`src/rtl/sram_dma_pkg.sv`:
```
// Shared types and constants for the SRAM block-move initiator.
// The optional perf counters are enabled with SRAM_DMA_PERF_EN.
package sram_dma_pkg;

  typedef enum logic [1:0] {
    IDLE     = 2'd0,
    RD       = 2'd1,
    RD_DRAIN = 2'd2,
    WR       = 2'd3
  } dma_state_e;

  localparam logic [3:0] WEB_IDLE = 4'hF;
  localparam logic [3:0] WEB_WORD = 4'h0;

  localparam int unsigned LEN_W_DEF = 16;

  // First byte address past the SRAM; a command's end address may equal but not exceed it.
  localparam logic [33:0] SRAM_ADDR_HI_ZERO = 34'h0_0001_0000;

  function automatic logic span_exceeds(input logic [31:0] addr,
                                        input logic [33:0] len_bytes,
                                        input logic [33:0] limit);
    return ({2'b00, addr} + len_bytes) > limit;
  endfunction

endpackage

```
`src/rtl/sram_dma_skid_fifo.sv`:
```
// Two-entry 32-bit skid FIFO buffering SRAM read data toward the read stream.
// Push and pop may happen in the same cycle, including when full.
module sram_dma_skid_fifo (
  input  logic        clk,
  input  logic        rst_n,
  input  logic        push_i,
  input  logic [31:0] wdata_i,
  input  logic        pop_i,
  output logic [31:0] rdata_o,
  output logic        valid_o,
  output logic [1:0]  count_o
);

  logic [31:0] mem_q [2];
  logic        wr_ptr_q;
  logic        rd_ptr_q;
  logic [1:0]  count_q;
  logic        do_push;
  logic        do_pop;

  assign do_pop  = pop_i && (count_q != 2'd0);
  assign do_push = push_i && ((count_q != 2'd2) || do_pop);

  assign rdata_o = mem_q[rd_ptr_q];
  assign valid_o = (count_q != 2'd0);
  assign count_o = count_q;

  always_ff @(posedge clk or negedge rst_n) begin
    if (!rst_n) begin
      mem_q[0] <= '0;
      mem_q[1] <= '0;
      wr_ptr_q <= 1'b0;
      rd_ptr_q <= 1'b0;
      count_q  <= 2'd0;
    end else begin
      if (do_push) begin
        mem_q[wr_ptr_q] <= wdata_i;
        wr_ptr_q        <= ~wr_ptr_q;
      end
      if (do_pop) begin
        rd_ptr_q <= ~rd_ptr_q;
      end
      count_q <= count_q + {1'b0, do_push} - {1'b0, do_pop};
    end
  end

endmodule

```
`src/rtl/sram_dma_master.sv`:
```
// Block-move initiator between valid/ready word streams and a single-port SRAM with
// one-cycle read latency. Define SRAM_DMA_PERF_EN to add busy/stall cycle counters.
module sram_dma_master
  import sram_dma_pkg::*;
#(
  parameter int unsigned LEN_W      = LEN_W_DEF,
  parameter logic [33:0] SRAM_BYTES = SRAM_ADDR_HI_ZERO
) (
  input  logic             clk,
  input  logic             rst_n,
  input  logic             cmd_valid,
  output logic             cmd_ready,
  input  logic             cmd_write,
  input  logic [31:0]      cmd_addr,
  input  logic [LEN_W-1:0] cmd_len,
  input  logic             s_wvalid,
  output logic             s_wready,
  input  logic [31:0]      s_wdata,
  output logic             m_rvalid,
  input  logic             m_rready,
  output logic [31:0]      m_rdata,
  output logic [3:0]       sram_web,
  output logic [31:0]      sram_addr,
  output logic [31:0]      sram_wdata,
  input  logic [31:0]      sram_rdata,
  output logic             busy,
  output logic             done,
  output logic             err
`ifdef SRAM_DMA_PERF_EN
  ,
  output logic [31:0]      perf_busy_cyc,
  output logic [31:0]      perf_stall_cyc
`endif
);

  dma_state_e       state_q, state_d;
  logic [31:0]      cur_q, cur_d;
  logic [LEN_W-1:0] rem_q, rem_d;
  logic             inflight_q;
  logic             done_q, done_d;
  logic             err_q, err_d;
  logic [1:0]       fifo_count;
  logic             fifo_pop;
  logic             cmd_fire;
  logic             cmd_bad;
  logic             wr_beat;
  logic             rd_issue;
  logic [2:0]       rd_credit;

  assign cmd_ready = (state_q == IDLE);
  assign cmd_fire  = cmd_valid && cmd_ready;
  assign cmd_bad   = (cmd_len == '0) || (cmd_addr[1:0] != 2'b00)
                  || span_exceeds(cmd_addr, 34'({cmd_len, 2'b00}), SRAM_BYTES);

  assign s_wready = (state_q == WR);
  assign wr_beat  = s_wvalid && s_wready;
  assign fifo_pop = m_rvalid && m_rready;

  // The word leaving the FIFO this cycle frees a slot, so steady m_rready sustains one word per cycle.
  assign rd_credit = {1'b0, fifo_count} - {2'b00, fifo_pop} + {2'b00, inflight_q};
  assign rd_issue  = (state_q == RD) && (rd_credit < 3'd2);

  assign sram_web   = wr_beat ? WEB_WORD : WEB_IDLE;
  assign sram_addr  = cur_q;
  assign sram_wdata = wr_beat ? s_wdata : '0;

  assign busy = (state_q != IDLE);
  assign done = done_q;
  assign err  = err_q;

  sram_dma_skid_fifo u_fifo (
    .clk     (clk),
    .rst_n   (rst_n),
    .push_i  (inflight_q),
    .wdata_i (sram_rdata),
    .pop_i   (fifo_pop),
    .rdata_o (m_rdata),
    .valid_o (m_rvalid),
    .count_o (fifo_count)
  );

  always_comb begin
    state_d = state_q;
    cur_d   = cur_q;
    rem_d   = rem_q;
    done_d  = 1'b0;
    err_d   = 1'b0;
    case (state_q)
      IDLE: begin
        if (cmd_fire) begin
          if (cmd_bad) begin
            err_d = 1'b1;
          end else begin
            cur_d   = cmd_addr;
            rem_d   = cmd_len;
            state_d = cmd_write ? WR : RD;
          end
        end
      end
      RD: begin
        if (rd_issue) begin
          cur_d = cur_q + 32'd4;
          rem_d = rem_q - 1'b1;
          if (rem_q == LEN_W'(1)) state_d = RD_DRAIN;
        end
      end
      RD_DRAIN: begin
        if ((fifo_count == 2'd0) && !inflight_q) begin
          state_d = IDLE;
          done_d  = 1'b1;
        end
      end
      WR: begin
        if (wr_beat) begin
          cur_d = cur_q + 32'd4;
          rem_d = rem_q - 1'b1;
          if (rem_q == LEN_W'(1)) begin
            state_d = IDLE;
            done_d  = 1'b1;
          end
        end
      end
      default: state_d = IDLE;
    endcase
  end

  always_ff @(posedge clk or negedge rst_n) begin
    if (!rst_n) begin
      state_q    <= IDLE;
      cur_q      <= '0;
      rem_q      <= '0;
      inflight_q <= 1'b0;
      done_q     <= 1'b0;
      err_q      <= 1'b0;
    end else begin
      state_q    <= state_d;
      cur_q      <= cur_d;
      rem_q      <= rem_d;
      inflight_q <= rd_issue;
      done_q     <= done_d;
      err_q      <= err_d;
    end
  end

`ifdef SRAM_DMA_PERF_EN
  logic [31:0] perf_busy_q;
  logic [31:0] perf_stall_q;
  logic        stall_now;

  assign stall_now      = ((state_q == WR) && !s_wvalid) || (m_rvalid && !m_rready);
  assign perf_busy_cyc  = perf_busy_q;
  assign perf_stall_cyc = perf_stall_q;

  always_ff @(posedge clk or negedge rst_n) begin
    if (!rst_n) begin
      perf_busy_q  <= '0;
      perf_stall_q <= '0;
    end else if (cmd_fire) begin
      perf_busy_q  <= '0;
      perf_stall_q <= '0;
    end else begin
      if (busy && (perf_busy_q != '1)) perf_busy_q <= perf_busy_q + 32'd1;
      if (stall_now && (perf_stall_q != '1)) perf_stall_q <= perf_stall_q + 32'd1;
    end
  end
`endif

endmodule

```
`config.mk`:
```
export PLATFORM = sky130hd
export DESIGN_NAME = sram_dma_master
export DESIGN_NICKNAME = d
export VERILOG_FILES = /design/src/rtl/sram_dma_pkg.sv /design/src/rtl/sram_dma_skid_fifo.sv /design/src/rtl/sram_dma_master.sv
export SDC_FILE = /design/constraint.sdc
export NUM_CORES = 1
export LEC_CHECK = 0
export ABC_AREA = 0
export ABC_CLOCK_PERIOD_IN_PS = 4500
export BUFFER_PORTS_ARGS = -buffer_cell sky130_fd_sc_hd__buf_2
export CORE_ASPECT_RATIO = 0.75
export CORE_MARGIN = 3
export CORE_UTILIZATION = 55
export CTS_BUF_LIST = sky130_fd_sc_hd__clkbuf_8
export DETAILED_ROUTE_END_ITERATION = 6
export PLACE_DENSITY_LB_ADDON = 0.3
export SETUP_SLACK_MARGIN = 0.3
export SKIP_LAST_GASP = 1
export SLEW_MARGIN = 40
export SYNTH_ARGS = -nofsm -noshare
export SYNTH_HDL_FRONTEND = slang
export SYNTH_HIERARCHICAL = 1
export SYNTH_SLANG_ARGS = --single-unit
```
`constraint.sdc`:
```
create_clock -name clk -period 4.5 [get_ports clk]
set_clock_uncertainty 0.05 [all_clocks]
set_input_delay 0.675 -clock clk [delete_from_list [all_inputs] [get_ports clk]]
set_output_delay 0.675 -clock clk [all_outputs]
set_load 0.1 [all_outputs]
```
==> results by group, run 1 <==
Synth
  – Number of enable flip-flop cells after synthesis: 0
  – Cell Area, Synth: 8150 µm²
  – Post-synthesis sequential element count: roughly 120
  – Post-Syn Area per Cell: ~9.7 µm²
  – Synth async-reset ratio: 1.00
  – Synth Flop Type: dfrtp_1
  – Netlist cell types: 69
  – Post-synthesis instance total: 840
  – Register area share after synthesis: 0.371
  – Yosys warnings: 6
  – Synthesized Nets: between 900 and 1000

Clock network
  – H-tree Lvls: 4
  – CTS Buffer Depth: 2
  – Total clock sinks: about 120
  – CTS Hold Bufs: 0
  – CTS tree: built
  – CTS Buf Count: 17
  – CTS root buffer: clkbuf_8
  – Clk Latency, worst-skew pair: between 0.4 and 0.5 ns
  – Clock-pin slew on the worst setup and hold paths: about 0.090 ns

STA
  – RSZ-0062 raised after global routing: false
  – Worst slew pin tran: roughly 0.72 ns
  – Period utilisation layout: 0.905
  – Final Hold Viols: 0
  – Min cycle time layout: between 4 and 5 ns
  – Setup TNS: 0 ns
  – Max Slew Vio Count: 0
  – WHS: roughly 0.15 ns
  – Max Clk Rate: around 250 MHz
  – Endpoints failing setup: 0
  – Slew HR: 0.519

Power and ir drop
  – Power Density: between 700 and 800 nW/µm²
  – Max VDD drop: 0.700 mV
  – Overall Power: around 7.4 mW
  – Leak: 4.95 nW

Layout
  – Diode count: 0
  – Finished Cell Area: approximately 10000 µm²
  – Share of layout cells above drive strength 1: 0.402
  – Area grow syn2layout: 26.5%
  – Fillers: 1055
  – Post-layout nets: roughly 1300

Run
  – Max-cap violation count: 0

Worst setup path
  – Register-to-register setup slack: approximately 0.90 ns
  – Crit end category: flop
  – R2r endpoint: sram_addr[5]$_DFFE_PN0P_
  – Worst-case reg-to-reg path depth: 14
  – Critical Path AT: around 4.4 ns
  – Critical setup path kind: in2reg
  – Critical path fanouts, max: 9
  – CP startpoint kind: input port
  – Critical R2R Launch: u_fifo/count_o[1]$_DFF_PN0_
  – Required time worst endpoint: between 4 and 5 ns

GRT
  – First-pass GRT wire length: ~42000 µm
  – Remaining Overflow, GRT: 0
  – Total Routing Usage GR: 0.315
  – Largest net degree at the start of global routing: between 50 and 60
  – Vias in the first global route: roughly 8000
  – Initial antenna violation count: 0

Detailed routing
  – Drc violations: 0
  – Final WL: ~26000 µm
  – Via Count: 7984
  – Starting DRT DRC Count: between 900 and 1000
  – WL/cell: between 15 and 20 µm
  – Final ANT Viol Nets: 0
  – Vias/cell: 6.09
  – Initial DRT Pass Iterations: 5

Floorplanning
  – Die Area: roughly 16000 µm²
  – Core ar.: 14100 µm²
  – FP Rows: 37
  – Die W: 147 µm
  – Number of I/O pins: 224
  – Die height: between 100 and 150 µm
  – Initial Utilization: 0.577

Place
  – Final HPWL DP: slightly below 20000 µm
  – GPL Wtd Cong: approximately 1.0
  – Area after DPL: about 9800 µm²
  – IO Port Bufs: between 200 and 250

Run status
  – Status: completed

Hold path
  – Min-Delay Path Class: in2async
[timing repair]
item / 4_1_cts / 5_1_grt
pin swaps: 2 / 4
setup buffers: 1 / 0
hold endpoints to repair: 0 / 0
resized for setup: 5 / 18
setup endpoints to repair: 21 / 49
gates cloned: 1 / 0
[sequential cells by signal, indices dropped and copies added (netlist names)]
register         flops
done                 1
err                  1
inflight_q           1
rem_q               16
sram_addr           32
state_q              2
u_fifo/count_o       2
u_fifo/mem_q        64
u_fifo/rd_ptr_q      1
u_fifo/wr_ptr_q      1
[cell usage in the layout (no fill, tap or decap), types with 6 or more instances in the layout]
cell type and instances:
buf_2 222, dfrtp_1 121, o21ai_0 73, buf_4 65
nand2_1 63, mux2_4 60, and3_1 40, inv_1 37
nor2_1 36, a21oi_1 36, mux2_2 36, nand3_1 30
ha_1 26, nor3_1 24, a22oi_1 18, clkbuf_8 17
o22ai_1 16, o2bb2ai_1 16, xnor2_1 13, nor4_1 12
nand4_1 12, or3_1 10, a211oi_1 6, o21a_1 6
a31oi_1 6, a2bb2oi_1 6, o2bb2a_1 6
[per-stage QoR]
stage | setup slack (ns) | utilization | instances
after floorplan | 0.326 | - | 840
after global placement | -0.286 | 0.694 | 1277
after detailed placement | -0.246 | 0.696 | 1278
after CTS | 0.317 | 0.724 | 1312
after global routing | 0.269 | 0.730 | 1312
final | 0.427 | 0.730 | 1312
[cells in the mapped netlist, types with 27 or more instances]
| library cell | n | share of area |
|---|---|---|
| mux2_2 | 36 | 0.050 |
| and3_1 | 40 | 0.031 |
| ha_1 | 27 | 0.041 |
| nand3_1 | 30 | 0.018 |
| dfrtp_1 | 121 | 0.37 |
| o21ai_0 | 73 | 0.045 |
| nand2_1 | 63 | 0.029 |
| clkbuf_1 | 30 | 0.014 |
| nor2_1 | 39 | 0.018 |
| a21oi_1 | 37 | 0.023 |
| inv_1 | 37 | 0.017 |
| mux2_4 | 60 | 0.11 |
[worst max-delay path, cell delays in order]
cell	delay, ns
buf_2	0.11
ha_1	0.22
fa_2	0.42
xor2_1	0.16
a41oi_1	0.16
o2111ai_1	0.13
or4_4	0.53
a2111oi_4	0.34
buf_4	0.16
a211oi_1	0.08
or4_4	0.52
nor4_4	0.16
buf_6	0.17
nor2_2	0.10
buf_4	0.21
o21ai_0	0.21
[layout make-up]
type / instances / area, µm² / area share
clock inverter: 15 / 143 / 0.0138
inverter: 37 / 139 / 0.0135
multi-input combinational: 633 / 4810 / 0.467
timing repair buffer: 294 / 1710 / 0.166
clock buffer: 17 / 234 / 0.0227
sequential: 121 / 3030 / 0.294
tap: 195 / 244 / 0.0237
[how the worst max path moves through the flow]
stage / slack (ns) / from / to
after floorplan: 0.33 / cmd_addr[2] / rem_q[5]$_DFFE_PN0P_
after global placement: -0.29 / cmd_addr[2] / sram_addr[12]$_DFFE_PN0P_
after detailed placement: -0.25 / cmd_addr[2] / rem_q[5]$_DFFE_PN0P_
after CTS: 0.32 / cmd_addr[2] / sram_addr[27]$_DFFE_PN0P_
after global routing: 0.27 / cmd_addr[2] / rem_q[5]$_DFFE_PN0P_
final: 0.43 / cmd_addr[2] / sram_addr[5]$_DFFE_PN0P_
[cell families (layout without fill, tap and decap cells)]
logic type                 count (synthesis)  count (layout)  synth area share
adders and majority gates                 29              29            0.0464
buffers and inverters                     86             363            0.0487
AOI/OAI and AO/OA                        229             229             0.184
and+or+nand+nor                          260             260             0.168
muxes                                     99              99             0.164
DFF                                      121             121             0.371
xor gates and xnor gates                  16              16            0.0172
[power breakdown]
part	switching, mW	internal [mW]	total, mW
Sequential	0.303	1.50	1.80
Clock	0.498	0.446	0.944
Combinational	3.27	1.43	4.70
Total	4.07	3.38	7.44
[routing by layer]
metal / global-route usage / wire [µm]
met1: 0.454 / 11200
met2: 0.489 / 11700
met3: 0.0655 / 2580
met4: 0.0771 / 477
met5: 0 / 0
(Power assumes the default switching activity.)
==> inputs of run 2 (changes only) <==
--- a/config.mk
+++ b/config.mk
@@ -19,5 +19,4 @@
 export SLEW_MARGIN = 40
 export SYNTH_ARGS = -nofsm -noshare
 export SYNTH_HDL_FRONTEND = slang
-export SYNTH_HIERARCHICAL = 1
 export SYNTH_SLANG_ARGS = --single-unit
==> run 2 against run 1 <==
Critical path depth is 2 lower. Worst hold slack better by 0.057 ns. Highest routed layer unchanged. Area after synthesis is 1.9% higher.
==> results by group, run 2 <==
STA
  – Max Clk Rate: 245 MHz (about the same)
  – Slew HR: 0.489 (-0.0296)
  – Worst slew pin tran: 0.756 ns (+0.0345 ns)
  – RSZ-0062 raised after global routing: false
  – Min cycle time layout: 4.08 ns (+0.00208 ns)
  – Period utilisation layout: 0.906 (about the same)
  – Max Slew Vio Count: 0 (unchanged)
  – Final Hold Viols: 0 (unchanged)
  – Endpoints failing setup: 0 (unchanged)
  – WHS: 0.202 ns (+0.0571 ns)
  – Setup TNS: 0 ns (unchanged)

Worst setup path
  – Crit-path max cell delay: 0.49 ns (-0.04 ns)
  – CP startpoint kind: input port
  – Critical Path AT: 4.39 ns (+0.02 ns)
  – Critical setup path kind: in2reg
  – Critical path, cell by cell: buf_2 > ha_1 > fa_1 > a211oi_1 > o21ai_1 > a221o_1 > nand3_1 > o311ai_0 > o41ai_2 > nand4b_2 > buf_12 > buf_4 > a221oi_1 > a2bb2oi_1
  – Crit end category: flop
  – Critical path fanouts, max: 30 (+21)
  – CP max stage cell: o41ai_2
  – Required time worst endpoint: 4.82 ns (+0.02 ns)

Clock network
  – H-tree Lvls: 4 (unchanged)
  – # Post-CTS Setup Buffers: 0 (-1)
  – Clk Latency, worst-skew pair: 0.43 ns (about the same)
  – CTS Buf Count: 17 (unchanged)
  – CTS Buffer Depth: 2 (unchanged)
  – CTS tree: built
  – Clock-pin slew on the worst setup and hold paths: 0.09 ns (about the same)
  – CTS root buffer: clkbuf_8
  – Total clock sinks: 121 (unchanged)

Layout
  – Share of layout cells above drive strength 1: 0.395 (-0.00699)
  – Largest Register: u_fifo.mem_q
  – Diode count: 0 (unchanged)
  – Commonest non-fill, non-tap cell in the layout: buf_2
  – Most frequent cells in the layout: buf_2 (222), dfrtp_1 (121), mux2_2 (99)
  – Area grow syn2layout: 21.0%
  – Post-layout nets: 1210 (-3.3%)
  – Max reg flops: 64 (unchanged)

Floorplanning
  – Core ar.: 14600 µm² (+3.7%)
  – Die Area: 16600 µm² (+1.8%)
  – Initial Utilization: 0.567 (-0.00990)
  – Die W: 148 µm (+0.92%)
  – Number of I/O pins: 224 (unchanged)
  – FP Rows: 38 (+2.7%)
  – Die height: 112 µm (+0.91%)

Synth
  – Mux share of post-synthesis cell area: 0.141 (-0.0225)
  – Post-Synth Adder-Cell Area: 0.0455 (-0.000879)
  – Top cell type's share of synthesized area: 0.364 (-0.00705)
  – Synth async-reset ratio: 1.00 (unchanged)
  – Synthesized Nets: 1007 (+2.0%)
  – Yosys warnings: 0 (-6)
  – Synth Area in Compound Gates: 0.226 (+0.0414)
  – Top-count cell post-synth: dfrtp_1
  – Synth Area in XOR/XNOR: 0.0148 (-0.00243)
  – Synth top area cells: dfrtp_1 (36%), mux2_2 (13%), ha_1 (4.1%)
  – Cell accounting for the most synthesized area: dfrtp_1
  – Largest family of logic cells by synthesized area: compound AO/OA/AOI/OAI gates
  – Post-Syn Area per Cell: 9.66 µm² (-0.44%)
  – Post-synthesis sequential element count: 121 (unchanged)
  – Netlist cell types: 69 (unchanged)
  – Simple-gate share of the synthesized area: 0.160 (-0.00846)
  – Synth Flop Type: dfrtp_1
  – Post-synthesis instance total: 860 (+2.4%)
  – Number of enable flip-flop cells after synthesis: 0 (unchanged)
  – Cell Area, Synth: 8310 µm² (+1.9%)
  – Register area share after synthesis: 0.364 (-0.00705)
  – Commonest cells in the netlist: dfrtp_1 (121), mux2_2 (99), nand2_1 (57)

GRT
  – Remaining Overflow, GRT: 0 (unchanged)
  – Initial antenna violation count: 0 (unchanged)
  – First-pass GRT wire length: 38200 µm (-8.3%)
  – Total Routing Usage GR: 0.283 (-0.0314)
  – Largest net degree at the start of global routing: 81 (+40%)
  – Vias in the first global route: 7165 (-8.2%)

Run
  – Max-cap violation count: 0 (unchanged)

Detailed routing
  – Vias/cell: 6.13 (+0.72%)
  – Drc violations: 0 (unchanged)
  – Final WL: 24100 µm (-7.1%)
  – Starting DRT DRC Count: 684 (-25%)
  – Via Count: 7821 (-2.0%)
  – Final ANT Viol Nets: 0 (unchanged)
  – WL/cell: 18.9 µm (-4.5%)
  – Initial DRT Pass Iterations: 5 (unchanged)

Hold path
  – Min-Delay Path Class: in2async

Run status
  – Status: completed

Power and ir drop
  – Max VDD drop: 0.669 mV (-4.4%)
  – Leak: 4.98 nW (+0.56%)
  – Power Density: 689 nW/µm² (-4.5%)

Place
  – Final HPWL DP: 17900 µm (-8.3%)
  – IO Port Bufs: 223 (unchanged)
  – GPL Wtd Cong: 0.969 (-6.0%)
run 2: area by class of cell:
class                           count  area (µm²)
Clock buffer                       17         234
Fill cell                        1208        4590
Tap cell                          200         250
Multi-Input combinational cell    644        4920
Sequential cell                   121        3030
Inverter                           34         128
Clock inverter                     15         155
Timing Repair Buffer              245        1330
run 2: per-layer routing:
metal  track usage  vias up  wire length, µm
met4        0.0597        0              248
met1         0.413     3758            10600
met5             0        -                0
met2         0.435      383            10800
li1              -     3654                -
met3        0.0686       26             2430
run 2: through the flow:
step	cells	util	area, µm²	setup slack (ns)	power, mW
floorplan	860	-	8310	0.662	5.17
global placement	1243	0.657	9620	0.140	5.86
detailed placement	1243	0.657	9630	-0.0576	5.93
CTS	1275	0.684	10000	0.408	6.91
global route	1276	0.686	10100	0.388	7.25
finish	1276	0.686	10100	0.425	6.93
run 2: worst paths after layout:
| path | from | end | slack [ns] | cells after the start |
|---|---|---|---|---|
| max in group asynchronous | rst_n | sram_addr[26]$_DFFE_PN0P_ | 3.46 | 2 |
| hold / removal | rst_n | sram_addr[8]$_DFFE_PN0P_ | 0.20 | 1 |
| setup / recovery | cmd_addr[2] | sram_addr[5]$_DFFE_PN0P_ | 0.42 | 14 |
| hold reg to reg | u_fifo.mem_q[19]$_DFFE_PN0P_ | u_fifo.mem_q[19]$_DFFE_PN0P_ | 0.45 | 1 |
| setup reg to reg | u_fifo.count_o[1]$_DFF_PN0_ | sram_addr[25]$_DFFE_PN0P_ | 1.08 | 14 |
| min in group clk | sram_rdata[4] | u_fifo.mem_q[36]$_DFFE_PN0P_ | 0.43 | 2 |
run 2: report_power, final:
group	leakage [nW]	switching (mW)	internal (mW)
Clock	0.199	0.511	0.460
Sequential	1.54	0.379	1.51
Combinational	3.25	3.00	1.07
Total	4.98	3.89	3.04
run 2: kinds of logic after synthesis:
kind of cell               Yosys count
adders and majority gates           29
xor gates and xnor gates            14
muxes                              105
AOI/OAI and AO/OA                  244
DFF                                121
and+or+nand+nor                    252
buffers and inverters               95
run 2: repair_timing:
action	4_1_cts	5_1_grt
endpoints found under the hold margin	0	0
setup endpoints to repair	0	23
gates resized for setup	0	2
hold buffers	0	0
run 2: critical path: cells and delay by family:
| family | cells | cell delay [ns] |
|---|---|---|
| buf+inv | 3 | 0.53 |
| fa+ha+maj | 2 | 0.65 |
| simple gates | 2 | 0.30 |
| compound gates | 7 | 2.22 |
==> inputs of run 3 (changes only) <==
--- a/config.mk
+++ b/config.mk
@@ -9,8 +9,8 @@
 export ABC_CLOCK_PERIOD_IN_PS = 4500
 export BUFFER_PORTS_ARGS = -buffer_cell sky130_fd_sc_hd__buf_2
 export CORE_ASPECT_RATIO = 0.75
-export CORE_MARGIN = 3
-export CORE_UTILIZATION = 55
+export CORE_MARGIN = 5
+export CORE_UTILIZATION = 40
 export CTS_BUF_LIST = sky130_fd_sc_hd__clkbuf_8
 export DETAILED_ROUTE_END_ITERATION = 6
 export PLACE_DENSITY_LB_ADDON = 0.3
==> run 3 against run 2 <==
Worst hold slack improved by 0.030 ns. Non-clock buffer count decreased by 2. Clock-buffer cell count unchanged. Cell count is 6.3% higher. Clock power increased by 7%. Critical path depth did not move. Sequential power hardly changed. Maximum frequency up 1.6%. Global-route usage is 7.4 points lower. Sequential share of layout area down 0.25 points. Flip-flop and latch count stayed put. Largest power group unchanged.
==> results by group, run 3 (synthesized netlist as in run 2, its figures left out) <==
Layout
  – Largest Register: u_fifo.mem_q
  – Area grow syn2layout: 22.0%
  – Max reg flops: 64 (unchanged)
  – Most frequent cells in the layout: buf_2 (222), dfrtp_1 (121), mux2_2 (99)
  – Finished Cell Area: 10100 µm² (+0.83%)
  – Diode count: 0 (unchanged)
  – Commonest non-fill, non-tap cell in the layout: buf_2
  – Final Non-Filler Cells: 1356 (+6.3%)
  – Share of layout cells above drive strength 1: 0.393 (-0.00206)
  – Fillers: 1942 (+61%)
  – Post-layout nets: 1208 (-0.17%)
  – Final core area utilization: 0.499 (-0.188)

STA
  – Min cycle time layout: 4.01 ns (-0.0640 ns)
  – Setup TNS: 0 ns (unchanged)
  – Final Hold Viols: 0 (unchanged)
  – Period utilisation layout: 0.891 (-0.0142)
  – RSZ-0062 raised after global routing: false
  – Slew HR: 0.425 (-0.0638)
  – Max Slew Vio Count: 0 (unchanged)
  – Endpoints failing setup: 0 (unchanged)
  – Worst slew pin tran: 0.860 ns (+0.104 ns)
  – Max Clk Rate: 249 MHz (+1.6%)

Floorplanning
  – FP Rows: 45 (+18%)
  – Number of I/O pins: 224 (unchanged)
  – Die height: 135 µm (+20%)
  – Core ar.: 20300 µm² (+39%)
  – Initial Utilization: 0.409 (-0.159)
  – Die W: 176 µm (+19%)
  – Die Area: 23800 µm² (+43%)

Worst setup path
  – Critical setup path kind: in2reg
  – CP startpoint kind: input port
  – Critical path, cell by cell: buf_2 > ha_1 > fa_1 > a211oi_1 > o21ai_1 > a221o_1 > o211ai_1 > o221a_2 > nor4b_1 > nand4b_2 > buf_4 > buf_4 > a221oi_1 > a2bb2oi_1
  – Critical path fanouts, max: 18 (-40%)
  – Required time worst endpoint: 4.81 ns (about the same)
  – Crit-path max cell delay: 0.44 ns (-0.05 ns)
  – Critical Path AT: 4.32 ns (-0.07 ns)
  – Crit path max-delay family: compound AO/OA/AOI/OAI gates
  – Critical path's most frequent cell: buf_4
  – Crit end category: flop
  – CP max stage cell: fa_1
  – Critical path buffers and inverters: 3 (unchanged)

Place
  – GPL Wtd Cong: 0.938 (-3.2%)
  – IO Port Bufs: 223 (unchanged)
  – Placed cell count: 1321 (+6.3%)
  – Area after DPL: 9680 µm² (+0.58%)
  – Final HPWL DP: 18700 µm (+4.6%)

GRT
  – Vias in the first global route: 7308 (+2.0%)
  – Initial antenna violation count: 0 (unchanged)
  – Total Routing Usage GR: 0.209 (-0.0745)
  – Largest net degree at the start of global routing: 77 (-4.9%)
  – Remaining Overflow, GRT: 0 (unchanged)
  – First-pass GRT wire length: 40300 µm (+5.6%)

Detailed routing
  – Via Count: 7798 (-0.29%)
  – Vias/cell: 5.75 (-6.2%)
  – Starting DRT DRC Count: 689 (+0.73%)
  – Final ANT Viol Nets: 0 (unchanged)
  – WL/cell: 18.9 µm (-0.19%)
  – Drc violations: 0 (unchanged)
  – Initial DRT Pass Iterations: 5 (unchanged)
  – Final WL: 25600 µm (+6.1%)

Run status
  – Status: completed

Power and ir drop
  – Power Density: 692 nW/µm² (+0.37%)
  – Max VDD drop: 0.604 mV (-9.7%)
  – Leak: 4.97 nW (-0.30%)

Hold path
  – Min-Delay Path Class: in2async

Clock network
  – CTS tree: built
  – Total clock sinks: 121 (unchanged)
  – Clk Latency, worst-skew pair: 0.45 ns (+0.02 ns)
  – CTS Buf Count: 17 (unchanged)
  – Clock-pin slew on the worst setup and hold paths: 0.09 ns (about the same)
  – H-tree Lvls: 4 (unchanged)
  – CTS Buffer Depth: 2 (unchanged)
  – CTS root buffer: clkbuf_8

Run
  – Max-cap violation count: 0 (unchanged)
run 3: cell count changes in the layout (fill, tap and decap cells not counted), sizes merged:
cell      before  now
buf          245  243
clkinv         3    2
clkinvlp       1    2
run 3: area by class of cell:
cell class / count / area, µm² / share of cell area
Clock buffer: 17 / 234 / 0.0231
Inverter: 34 / 128 / 0.0126
Clock inverter: 15 / 175 / 0.0173
Timing Repair Buffer: 243 / 1300 / 0.128
Multi-Input combinational cell: 644 / 4920 / 0.485
Sequential cell: 121 / 3030 / 0.299
Tap cell: 282 / 353 / 0.0348
run 3: path summary, 6_finish.rpt:
check                           cells after the start                           end                          from  slack, ns
worst min register to register                      1  u_fifo.mem_q[18]$_DFFE_PN0P_  u_fifo.mem_q[18]$_DFFE_PN0P_       0.46
worst min-delay path                                1          rem_q[3]$_DFFE_PN0P_                         rst_n       0.23
worst max register to register                     12     sram_addr[23]$_DFFE_PN0P_   u_fifo.count_o[1]$_DFF_PN0_       0.89
max in group asynchronous                           2  u_fifo.mem_q[16]$_DFFE_PN0P_                         rst_n       3.34
min in group clk                                    2  u_fifo.mem_q[41]$_DFFE_PN0P_                 sram_rdata[9]       0.41
worst max-delay path                               14     sram_addr[23]$_DFFE_PN0P_                   cmd_addr[2]       0.49
run 3: per-stage QoR:
step | hold WS, ns | setup slack (ns) | power (mW)
floorplan | 0.329 | 0.662 | 5.17
global placement | 0.432 | 0.0995 | 5.92
finish | 0.233 | 0.489 | 7.01
CTS | 0.226 | 0.376 | 7.02
global route | 0.252 | 0.362 | 7.35
detailed placement | 0.437 | -0.0423 | 5.96
run 3: power by group:
part           switching [mW]  leakage (nW)  internal (mW)
Combinational            3.04          3.23           1.07
Clock                   0.567         0.204          0.472
Sequential              0.362          1.54           1.51
Total                    3.96          4.97           3.05
run 3: what timing repair did:
action / CTS / global route
resized for setup: 0 / 2
hold buffers: 0 / 0
endpoints found under the hold margin: 0 / 0
endpoints found under the setup margin: 0 / 47
setup buffers: 0 / 2
run 3: metal layers:
metal	global-route usage	up-vias	share of wire
met4	0.0408	0	0.0074
met1	0.326	3785	0.49
met3	0.0453	19	0.081
met2	0.297	341	0.42
met5	0	-	0
li1	-	3653	-
